--- config.mk ---
export PLATFORM = sky130hd
export DESIGN_NAME = uart_rx_ahb_buffer
export DESIGN_NICKNAME = d
export VERILOG_FILES = /design/src/rtl/uart_rx_ahb_pkg.sv /design/src/rtl/uart_rx_ahb_buffer_fifo.sv /design/src/rtl/uart_rx_ahb_buffer.sv
export SDC_FILE = /design/constraint.sdc
export NUM_CORES = 1
export LEC_CHECK = 0
export CORE_MARGIN = 10
export CORE_UTILIZATION = 30
export CTS_CLUSTER_DIAMETER = 100
export DETAILED_ROUTE_END_ITERATION = 8
export GPL_TIMING_DRIVEN = 0
export PLACE_DENSITY = 0.59
export REMOVE_ABC_BUFFERS = 1
export SETUP_SLACK_MARGIN = 0.2
export SYNTH_ARGS = -nofsm -noshare
export SYNTH_HDL_FRONTEND = slang
export SYNTH_SLANG_ARGS = --single-unit
--- constraint.sdc ---
create_clock -name HCLK -period 2.98 [get_ports HCLK]
set_input_delay 0.298 -clock HCLK [delete_from_list [all_inputs] [get_ports HCLK]]
set_output_delay 0.298 -clock HCLK [all_outputs]
set_load 0.01 [all_outputs]
--- src/rtl/uart_rx_ahb_pkg.sv ---
// Shared definitions for the UART receive buffer AHB-Lite slave:
// register offsets, AHB encodings, register bit positions and the
// response state type.
package uart_rx_ahb_pkg;

    // Register byte offsets within the slave window
    localparam logic [7:0] OFF_DATA   = 8'h00;
    localparam logic [7:0] OFF_STATUS = 8'h04;
    localparam logic [7:0] OFF_CTRL   = 8'h08;
    localparam logic [7:0] OFF_CLEAR  = 8'h0C;

    // AHB transfer types
    localparam logic [1:0] HTRANS_IDLE   = 2'b00;
    localparam logic [1:0] HTRANS_BUSY   = 2'b01;
    localparam logic [1:0] HTRANS_NONSEQ = 2'b10;
    localparam logic [1:0] HTRANS_SEQ    = 2'b11;

    // AHB responses
    localparam logic HRESP_OKAY  = 1'b0;
    localparam logic HRESP_ERROR = 1'b1;

    // STATUS bit positions (count occupies [7:0])
    localparam int unsigned STATUS_EMPTY_BIT = 8;
    localparam int unsigned STATUS_FULL_BIT  = 9;
    localparam int unsigned STATUS_OVF_BIT   = 10;

    // CTRL bit positions
    localparam int unsigned CTRL_IRQ_EN_BIT = 0;
    localparam int unsigned CTRL_OVF_IE_BIT = 1;
    localparam int unsigned CTRL_THRESH_LSB = 8;

    // CLEAR bit positions
    localparam int unsigned CLEAR_FLUSH_BIT = 0;
    localparam int unsigned CLEAR_OVF_BIT   = 1;

    typedef enum logic [1:0] {
        RESP_IDLE,
        RESP_ERR1,
        RESP_ERR2
    } resp_state_t;

    // Word select of a register offset
    function automatic logic [1:0] reg_sel(input logic [7:0] off);
        return off[3:2];
    endfunction

endpackage

--- src/rtl/uart_rx_ahb_buffer_fifo.sv ---
// Synchronous FIFO for received bytes.
// Ports: HCLK/HRESETN (sync active-low reset), push/din write side,
// pop read side, flush empties the FIFO, dout shows the head entry,
// count/full/empty report occupancy.
module sync_fifo #(
    parameter int unsigned WIDTH = 8,
    parameter int unsigned DEPTH = 16
) (
    input  logic                     HCLK,
    input  logic                     HRESETN,
    input  logic                     push,
    input  logic [WIDTH-1:0]         din,
    input  logic                     pop,
    input  logic                     flush,
    output logic [WIDTH-1:0]         dout,
    output logic [$clog2(DEPTH):0]   count,
    output logic                     full,
    output logic                     empty
);

    localparam int unsigned PTR_W = $clog2(DEPTH);
    localparam int unsigned CNT_W = PTR_W + 1;

    logic [WIDTH-1:0] mem [DEPTH];
    logic [PTR_W-1:0] rd_ptr;
    logic [PTR_W-1:0] wr_ptr;
    logic             do_pop;
    logic             do_push;

    assign full  = (count == CNT_W'(DEPTH));
    assign empty = (count == '0);
    assign dout  = mem[rd_ptr];

    // A push into a full FIFO only lands when a pop frees a slot in the same cycle
    assign do_pop  = pop & ~empty & ~flush;
    assign do_push = push & (~full | do_pop) & ~flush;

    always_ff @(posedge HCLK) begin
        if (HRESETN && do_push) begin
            mem[wr_ptr] <= din;
        end
    end

    always_ff @(posedge HCLK) begin
        if (!HRESETN || flush) begin
            rd_ptr <= '0;
            wr_ptr <= '0;
            count  <= '0;
        end else begin
            if (do_pop) begin
                rd_ptr <= rd_ptr + 1'b1;
            end
            if (do_push) begin
                wr_ptr <= wr_ptr + 1'b1;
            end
            case ({do_push, do_pop})
                2'b10:   count <= count + 1'b1;
                2'b01:   count <= count - 1'b1;
                default: count <= count;
            endcase
        end
    end

endmodule

--- src/rtl/uart_rx_ahb_buffer.sv ---
// AHB-Lite MMIO slave buffering UART receive bytes.
// Ports: HCLK/HRESETN (sync active-low reset); RX_DATA/RX_VALID from the
// UART core; AHB-Lite slave HSEL/HADDR/HTRANS/HWRITE/HSIZE/HWDATA/HREADY
// in, HREADYOUT/HRESP/HRDATA out; IRQ level interrupt.
// Registers: 0x00 DATA (RO, pops), 0x04 STATUS (RO), 0x08 CTRL (RW),
// 0x0C CLEAR (WO). Offsets >= 0x10 give a two-cycle ERROR response.
module uart_rx_ahb_buffer
    import uart_rx_ahb_pkg::*;
#(
    parameter int unsigned DEPTH  = 16,
    parameter int unsigned CNT_W  = 5,
    parameter int unsigned ADDR_W = 8
) (
    input  logic              HCLK,
    input  logic              HRESETN,
    input  logic [7:0]        RX_DATA,
    input  logic              RX_VALID,
    input  logic              HSEL,
    input  logic [ADDR_W-1:0] HADDR,
    input  logic [1:0]        HTRANS,
    input  logic              HWRITE,
    input  logic [2:0]        HSIZE,
    input  logic [31:0]       HWDATA,
    input  logic              HREADY,
    output logic              HREADYOUT,
    output logic              HRESP,
    output logic [31:0]       HRDATA,
    output logic              IRQ
);

    resp_state_t       state, state_next;
    logic              acc, addr_err;
    logic              dp_valid, dp_write;
    logic [1:0]        dp_sel;
    logic              dp_rd, dp_wr;
    logic              pop, flush, clr_ovf, ctrl_wr, ovf_set;
    logic              irq_en, ovf_ie, ovf;
    logic [7:0]        thresh;
    logic [7:0]        head;
    logic [CNT_W-1:0]  count;
    logic              full, empty;
    logic [8:0]        count9, eff_thresh;
    logic              unused;

    assign unused = ^{HSIZE, HWDATA[31:16], HWDATA[7:2], HADDR[1:0]};

    assign acc      = HSEL & HREADY & HTRANS[1];
    assign addr_err = |HADDR[ADDR_W-1:4];

    // Only error-free accesses reach the data phase; errors are handled by the FSM alone
    always_ff @(posedge HCLK) begin
        if (!HRESETN) begin
            dp_valid <= 1'b0;
            dp_write <= 1'b0;
            dp_sel   <= '0;
        end else begin
            dp_valid <= acc & ~addr_err;
            if (acc) begin
                dp_write <= HWRITE;
                dp_sel   <= HADDR[3:2];
            end
        end
    end

    assign dp_rd   = dp_valid & ~dp_write;
    assign dp_wr   = dp_valid & dp_write;
    assign pop     = dp_rd & (dp_sel == reg_sel(OFF_DATA)) & ~empty;
    assign ctrl_wr = dp_wr & (dp_sel == reg_sel(OFF_CTRL));
    assign flush   = dp_wr & (dp_sel == reg_sel(OFF_CLEAR)) & HWDATA[CLEAR_FLUSH_BIT];
    assign clr_ovf = dp_wr & (dp_sel == reg_sel(OFF_CLEAR)) & HWDATA[CLEAR_OVF_BIT];
    assign ovf_set = RX_VALID & full & ~pop & ~flush;

    sync_fifo #(
        .WIDTH (8),
        .DEPTH (DEPTH)
    ) u_fifo (
        .HCLK    (HCLK),
        .HRESETN (HRESETN),
        .push    (RX_VALID),
        .din     (RX_DATA),
        .pop     (pop),
        .flush   (flush),
        .dout    (head),
        .count   (count),
        .full    (full),
        .empty   (empty)
    );

    always_ff @(posedge HCLK) begin
        if (!HRESETN) begin
            state  <= RESP_IDLE;
            irq_en <= 1'b0;
            ovf_ie <= 1'b0;
            thresh <= '0;
            ovf    <= 1'b0;
            IRQ    <= 1'b0;
        end else begin
            state <= state_next;
            if (ctrl_wr) begin
                irq_en <= HWDATA[CTRL_IRQ_EN_BIT];
                ovf_ie <= HWDATA[CTRL_OVF_IE_BIT];
                thresh <= HWDATA[CTRL_THRESH_LSB +: 8];
            end
            // A new overflow event outranks a simultaneous clear so it is never lost
            if (ovf_set) begin
                ovf <= 1'b1;
            end else if (clr_ovf) begin
                ovf <= 1'b0;
            end
            IRQ <= (irq_en & (count9 >= eff_thresh)) | (ovf_ie & ovf);
        end
    end

    assign count9     = 9'(count);
    assign eff_thresh = (thresh == '0)             ? 9'd1 :
                        (9'(thresh) > 9'(DEPTH))   ? 9'(DEPTH) : 9'(thresh);

    always_comb begin
        state_next = state;
        HREADYOUT  = 1'b1;
        HRESP      = HRESP_OKAY;
        case (state)
            RESP_IDLE: begin
                if (acc && addr_err) state_next = RESP_ERR1;
            end
            RESP_ERR1: begin
                HREADYOUT  = 1'b0;
                HRESP      = HRESP_ERROR;
                state_next = RESP_ERR2;
            end
            RESP_ERR2: begin
                HRESP      = HRESP_ERROR;
                state_next = (acc && addr_err) ? RESP_ERR1 : RESP_IDLE;
            end
            default: state_next = RESP_IDLE;
        endcase
    end

    always_comb begin
        HRDATA = '0;
        if (dp_rd) begin
            case (dp_sel)
                reg_sel(OFF_DATA):   HRDATA = empty ? 32'h0000_0100 : {24'b0, head};
                reg_sel(OFF_STATUS): begin
                    HRDATA[7:0]              = 8'(count);
                    HRDATA[STATUS_EMPTY_BIT] = empty;
                    HRDATA[STATUS_FULL_BIT]  = full;
                    HRDATA[STATUS_OVF_BIT]   = ovf;
                end
                reg_sel(OFF_CTRL): begin
                    HRDATA[CTRL_IRQ_EN_BIT]         = irq_en;
                    HRDATA[CTRL_OVF_IE_BIT]         = ovf_ie;
                    HRDATA[CTRL_THRESH_LSB +: 8]    = thresh;
                end
                default: HRDATA = '0;
            endcase
        end
    end

endmodule

==> flow_summary.json, run 1 <==
{
  "clock_power_share_pct": 43.6,
  "endpoint_kind": "primary output",
  "max_freq_ghz": 0.362,
  "yosysSeqAreaShare_pct": 65.0,
  "wl_um": 15900,
  "arrival_ns": 2.47,
  "vias": 4003,
  "post_dp_cell_area_um2": 7750,
  "die_y_um": 173,
  "p_leak_nw": 2.90,
  "synth_top_family_by_area": "multiplexers",
  "synth_area_um2": 6990,
  "synth_xor_area_share_pct": 1.25,
  "fin_crit_ns": 2.76,
  "postCtsHoldBufs": 0,
  "synth_area_leader_cell": "edfxtp_1",
  "wl_per_cell_um": 18.6,
  "synth_top_area_share_pct": 55.0,
  "synth_cells": 465,
  "drtIter0Drc": 253,
  "yosysWarnings": 0,
  "core_um2": 22800,
  "dp_hpwl_um": 10200,
  "cts.sinks": 163,
  "path_clk_slew_ns": 0.06,
  "synth_edf_count": 128,
  "port_buffers": 49,
  "worstMarginPinSlew_ns": 1.16,
  "cap_violations": 0,
  "grt_overflow": 0,
  "final_area_um2": 8610,
  "slew_viol_final": 0,
  "synth_mux_area_share_pct": 12.2,
  "final.hold.worst_slack_ns": 0.454,
  "grt_pass1_wl_um": 24500,
  "antenna_found_initial": 1,
  "numCtsBuffers": 17,
  "start_kind": "flop",
  "vias_per_cell": 4.68,
  "placement_rows": 55,
  "die-area_um2": 29800,
  "grt_max_degree": 25,
  "finalCritPeriodShare_pct": 92.7,
  "grt_usage_pct": 10.7,
  "drive_above_1_share_pct": 20.8,
  "antenna_left": 0,
  "pin_count": 94,
  "syn_avg_cell_area_um2": 15.0,
  "setup_viol": 0,
  "synth-compound-area-share_pct": 5.51,
  "hold_violations": 0,
  "die_w_um": 173,
  "max-vdd-ir-drop_v": 0.000365,
  "fin_util_pct": 37.8,
  "synth-seq-cells": 163,
  "drc": 0,
  "syn_to_final_growth_pct": 23.2,
  "internal_power_mw": 3.73,
  "start_util_pct": 30.7,
  "switching_share_pct": 21.9,
  "ys_async_sr_fraction_pct": 0,
  "first_pass_iters": 4,
  "synth_flop_cell": "edfxtp_1",
  "power.density_nw_per_um2": 556,
  "p_comb_share_pct": 4.4,
  "status": "complete, no violations",
  "seqPwrFrac_pct": 52.0,
  "yosys.area_share.simple_pct": 8.56,
  "path_max_fanout": 4,
  "clockBufferDepth": 2,
  "critical_path_required_ns": 2.68,
  "skew_ns": 0.00850,
  "synth-adder-area-share_pct": 3.69,
  "switchingPower_mw": 1.05,
  "synth.area.top_cells": "edfxtp_1 (55%), mux4_2 (11%), dfxtp_1 (10%)",
  "place.gp.congestion": 0.776,
  "cts_tree": "done",
  "clk_latency_ns": 0.42,
  "root_buffer": "clkbuf_16",
  "nNetsFinal": 608,
  "min_path_type": "input pin to flop",
  "grt_pass1_vias": 4281,
  "rsz0062_at_grt": "yes",
  "criticalPathCategory": "flop to primary output",
  "cts-htree-levels": 4,
  "relSlewSlack_pct": 22.6,
  "synth_cell_types": 43
}
## stage by stage
stage / setup WS [ns] / TNS, ns / power, mW / std cells
final: 0.217 / 0 / 4.78 / 856
after CTS: 0.0563 / 0 / 4.81 / 851
after global routing: 0.123 / 0 / 4.93 / 855
after global placement: -0.847 / -6.90 / 2.72 / 805
after floorplan: 0.124 / 0 / 2.63 / 443
after detailed placement: -0.365 / -3.01 / 2.73 / 807
## synthesized netlist by cell type (10+ instances only)
| library cell | count |
|---|---|
| mux4_2 | 34 |
| a21boi_0 | 12 |
| nor2_1 | 34 |
| a21oi_1 | 12 |
| nor2b_1 | 12 |
| dfxtp_1 | 35 |
| buf_4 | 16 |
| nand2_1 | 41 |
| edfxtp_1 | 128 |
| and3_1 | 10 |
| clkbuf_1 | 15 |
| ha_1 | 19 |
| nand3_1 | 11 |
## state kept, by name (all words and copies together) (netlist names), 2 cells and up, named ones only
signal,flops
dp_sel,2
u_fifo.rd_ptr,4
u_fifo.mem,128
state,2
u_fifo.count,5
thresh,8
u_fifo.wr_ptr,4
## logic make-up (layout without fill, tap and decap cells)
group / after synthesis / in the layout
buffers and inverters: 47 / 109
flip-flops: 163 / 163
adder cells (fa/ha/maj): 20 / 20
AO/OA/AOI/OAI: 54 / 54
other: 1 / 17
multiplexers: 43 / 43
XOR/XNOR: 10 / 10
AND/OR/NAND/NOR: 127 / 127
## repair_timing
action,CTS,global route
endpoints found under the setup margin,134,7
resized for setup,38,16
pin swaps,4,2
cloned,2,0
setup buffers,10,4
## per-layer routing
metal | GRT usage, % | up-vias | part of all wire (%)
met5 | 0 | - | 0
met4 | 3.52 | 0 | 1.4
met3 | 3.83 | 19 | 7.8
met2 | 17.1 | 122 | 47
met1 | 13.2 | 2007 | 43
li1 | - | 1855 | -
## cell type report
class / count / area (um^2)
Clock buffer: 19 / 433
Inverter: 10 / 37.5
Timing Repair Buffer: 67 / 702
Clock inverter: 13 / 126
Fill cell: 2098 / 14200
Multi-Input combinational cell: 270 / 2350
Antenna cell: 1 / 2.50
Sequential cell: 163 / 4570
Tap cell: 313 / 392
## power by group through the flow
stage                     Sequential, mW  Combinational, mW  Clock [mW]
after detailed placement            2.54              0.190           0
after global routing                2.49              0.234        2.21
after CTS                           2.49              0.202        2.12
after floorplan                     2.53             0.0953           0
final                               2.49              0.211        2.09
after global placement              2.54              0.181           0
## worst paths after layout
check | from | to | slack (ns) | cells past startpoint
setup / recovery | flop | HRDATA[0] | 0.22 | 7
hold / removal | HWDATA[9] | thresh[1] | 0.45 | 3
setup reg to reg | dp_write | u_fifo.count[4] | 0.37 | 11
hold reg to reg | thresh[6] | thresh[6] | 0.48 | 2
## worst max-delay path: stages (launching register included)
cell      delay, ns
dfxtp_4        0.38
buf_6          0.11
buf_16         0.11
mux4_2         0.48
mux4_2         0.51
a221oi_2       0.21
nor3_2         0.09
buf_2          0.15
## cell usage in the layout, fill, tap and decap left out, types with 3 or more instances in the layout
| cell | synthesis | final |
|---|---|---|
| a211oi_1 | 7 | 4 |
| a211oi_2 | 0 | 3 |
| a21boi_0 | 12 | 11 |
| a21o_1 | 4 | 4 |
| a21oi_1 | 12 | 10 |
| a22oi_1 | 4 | 3 |
| and3_1 | 10 | 10 |
| buf_12 | 0 | 3 |
| buf_4 | 16 | 11 |
| clkbuf_16 | 0 | 17 |
| clkdlybuf4s50_1 | 0 | 41 |
| clkinv_4 | 0 | 3 |
| conb_1 | 1 | 16 |
| dfxtp_1 | 35 | 27 |
| dfxtp_4 | 0 | 6 |
| dlygate4sd2_1 | 0 | 5 |
| edfxtp_1 | 128 | 128 |
| ha_1 | 19 | 18 |
| inv_1 | 9 | 8 |
| inv_6 | 0 | 3 |
| mux2i_1 | 9 | 9 |
| mux4_2 | 34 | 34 |
| nand2_1 | 41 | 40 |
| nand3_1 | 11 | 11 |
| nor2_1 | 34 | 34 |
| nor2b_1 | 12 | 10 |
| nor3_1 | 4 | 3 |
| o21ai_0 | 6 | 6 |
| xnor2_1 | 5 | 5 |
| xor2_1 | 5 | 5 |
Power figures use the tool's default switching activity.
==> run 2: changes to the inputs <==
PLACE_DENSITY = not set   (was 0.59)
==> run 2 against run 1 <==
  * Power increased by 1.6%
  * Clock-buffer cell count is 1 lower
  * Via count up 1.9%
  * Sequential share of layout area is 0.35 points higher
  * Die area is the same
  * Setup slack lost 0.051 ns
==> flow_summary.json, run 2 (same netlist as run 1, synthesis figures left out) <==
{
  "status": "complete, no violations",
  "grt_max_degree": 25,
  "die-area_um2": 29800,
  "path_buf_inv": 3,
  "met1_length_um": 7270,
  "dp_slack_ns": -0.379,
  "syn_to_final_growth_pct": 22.3,
  "setup.worst_path.end": "HRDATA[0]",
  "setup_slack_ns": 0.166,
  "grt_usage_pct": 10.7,
  "post_dp_cell_area_um2": 7740,
  "placement_rows": 55,
  "arrival_ns": 2.52,
  "rr_worst_depth": 11,
  "worstMarginPinSlew_ns": 1.13,
  "endpoint_kind": "primary output",
  "final_area_um2": 8550,
  "worstReg2RegEnd": "u_fifo.count[4]",
  "cp_top_family": "multiplexers",
  "min_path_type": "input pin to flop",
  "dp_hpwl_um": 10200,
  "die_w_um": 173,
  "path_max_fanout": 3,
  "power.density_nw_per_um2": 569,
  "skew_ns": 0.00898,
  "cts_tree": "done",
  "drtIter0Drc": 302,
  "antenna_left": 0,
  "cts.sinks": 163,
  "relSlewSlack_pct": 24.4,
  "rsz0062_at_grt": "yes",
  "cts-htree-levels": 4,
  "start_kind": "flop",
  "reg2reg_slack_ns": 0.25,
  "max_freq_ghz": 0.355,
  "layout_common_cells": "edfxtp_1 (128), clkdlybuf4s50_1 (41), nand2_1 (40)",
  "top_register": "u_fifo.mem",
  "criticalPathCategory": "flop to primary output",
  "p_leak_nw": 2.87,
  "die_y_um": 173,
  "slew_viol_final": 0,
  "numCtsBuffers": 17,
  "cp_cell_sequence": "buf_6 > buf_6 > mux4_2 > mux4_2 > a221oi_2 > nor3_1 > buf_2",
  "first_pass_iters": 4,
  "cp_num_cells": 7,
  "wl_met2_um": 7380,
  "root_buffer": "clkbuf_16",
  "vias_per_cell": 4.81,
  "setup_viol": 0,
  "crit_path_max_incr_delay_ns": 0.54,
  "cpMaxStageDelayCell": "mux4_2",
  "start_util_pct": 30.7,
  "vias": 4080,
  "fin_setup_tns_ns": 0,
  "final_common_cell": "edfxtp_1",
  "dr_wl_met3_um": 1030,
  "cap_violations": 0,
  "drive_above_1_share_pct": 19.6,
  "finalPower_mw": 4.86,
  "wl_um": 15900,
  "pin_count": 94,
  "hold_violations": 0,
  "max-vdd-ir-drop_v": 0.000331,
  "critical_path_required_ns": 2.68,
  "core_um2": 22800,
  "reg2reg_from": "dp_write",
  "finalCritPeriodShare_pct": 94.4,
  "reg_top3": "u_fifo.mem: 128 flops, thresh: 8 flops, u_fifo.count: 5 flops",
  "clockBufferDepth": 2,
  "wl_per_cell_um": 18.7,
  "antenna_found_initial": 0,
  "largest_reg_flops": 128,
  "grt_pass1_wl_um": 24800,
  "fin_crit_ns": 2.81,
  "grt_overflow": 0,
  "nNetsFinal": 603,
  "drc": 0,
  "routed.top_layer": "met4",
  "diodes": 0,
  "clk_latency_ns": 0.42,
  "grt_pass1_vias": 4278,
  "path_clk_slew_ns": 0.07,
  "place.gp.congestion": 0.786,
  "port_buffers": 49
}
## run 2: worst reg2reg max path: stages (launching register included)
cell      delay, ns
dfxtp_1        0.36
nand2b_4       0.20
o311ai_4       0.33
and2_4         0.21
inv_1          0.06
ha_4           0.18
fa_1           0.41
a21o_1         0.19
a21oi_1        0.17
xor2_1         0.10
or3_1          0.31
a21oi_1        0.14
## run 2: power by group
group | switching [mW] | internal, mW
logic | 0.110 | 0.101
clock network | 0.918 | 1.25
registers | 0.0206 | 2.47
## run 2: per-stage QoR
stage	std cells	utilization, %	hold slack (ns)
floorplan	443	-	0.397
global placement	805	33.8	0.468
detailed placement	806	34.0	0.486
CTS	847	37.4	0.428
global route	849	37.5	0.443
finish	849	37.5	0.446
## run 2: layout make-up
| class | count | area, um^2 |
|---|---|---|
| Clock buffer | 18 | 429 |
| Clock inverter | 13 | 149 |
| Fill cell | 2102 | 14200 |
| Inverter | 10 | 37.5 |
| Multi-Input combinational cell | 270 | 2340 |
| Sequential cell | 163 | 4570 |
| Tap cell | 313 | 392 |
| Timing Repair Buffer | 62 | 633 |
## run 2: how the worst min path moves through the flow
stage | to | start | slack (ns) | depth (start not counted)
2_1_floorplan | u_fifo.mem[0][0] | RX_DATA[0] | 0.40 | 0
3_3_place_gp | thresh[5] | thresh[5] | 0.47 | 2
3_5_place_dp | thresh[5] | thresh[5] | 0.49 | 2
4_1_cts | thresh[5] | HWDATA[13] | 0.43 | 3
5_1_grt | thresh[5] | HWDATA[13] | 0.44 | 3
6_report | thresh[5] | HWDATA[13] | 0.45 | 3
## run 2: repair_timing
item | CTS | global route
pin swaps | 3 | 4
buffers inserted | 10 | 2
setup endpoints to repair | 135 | 18
resized for setup | 41 | 11
hold buffers | 0 | 0
## run 2: per-layer routing
metal | vias up | global-route usage [%]
met1 | 2086 | 13.9
li1 | 1846 | -
met3 | 24 | 3.81
met2 | 124 | 16.5
met5 | - | 0
met4 | 0 | 3.23
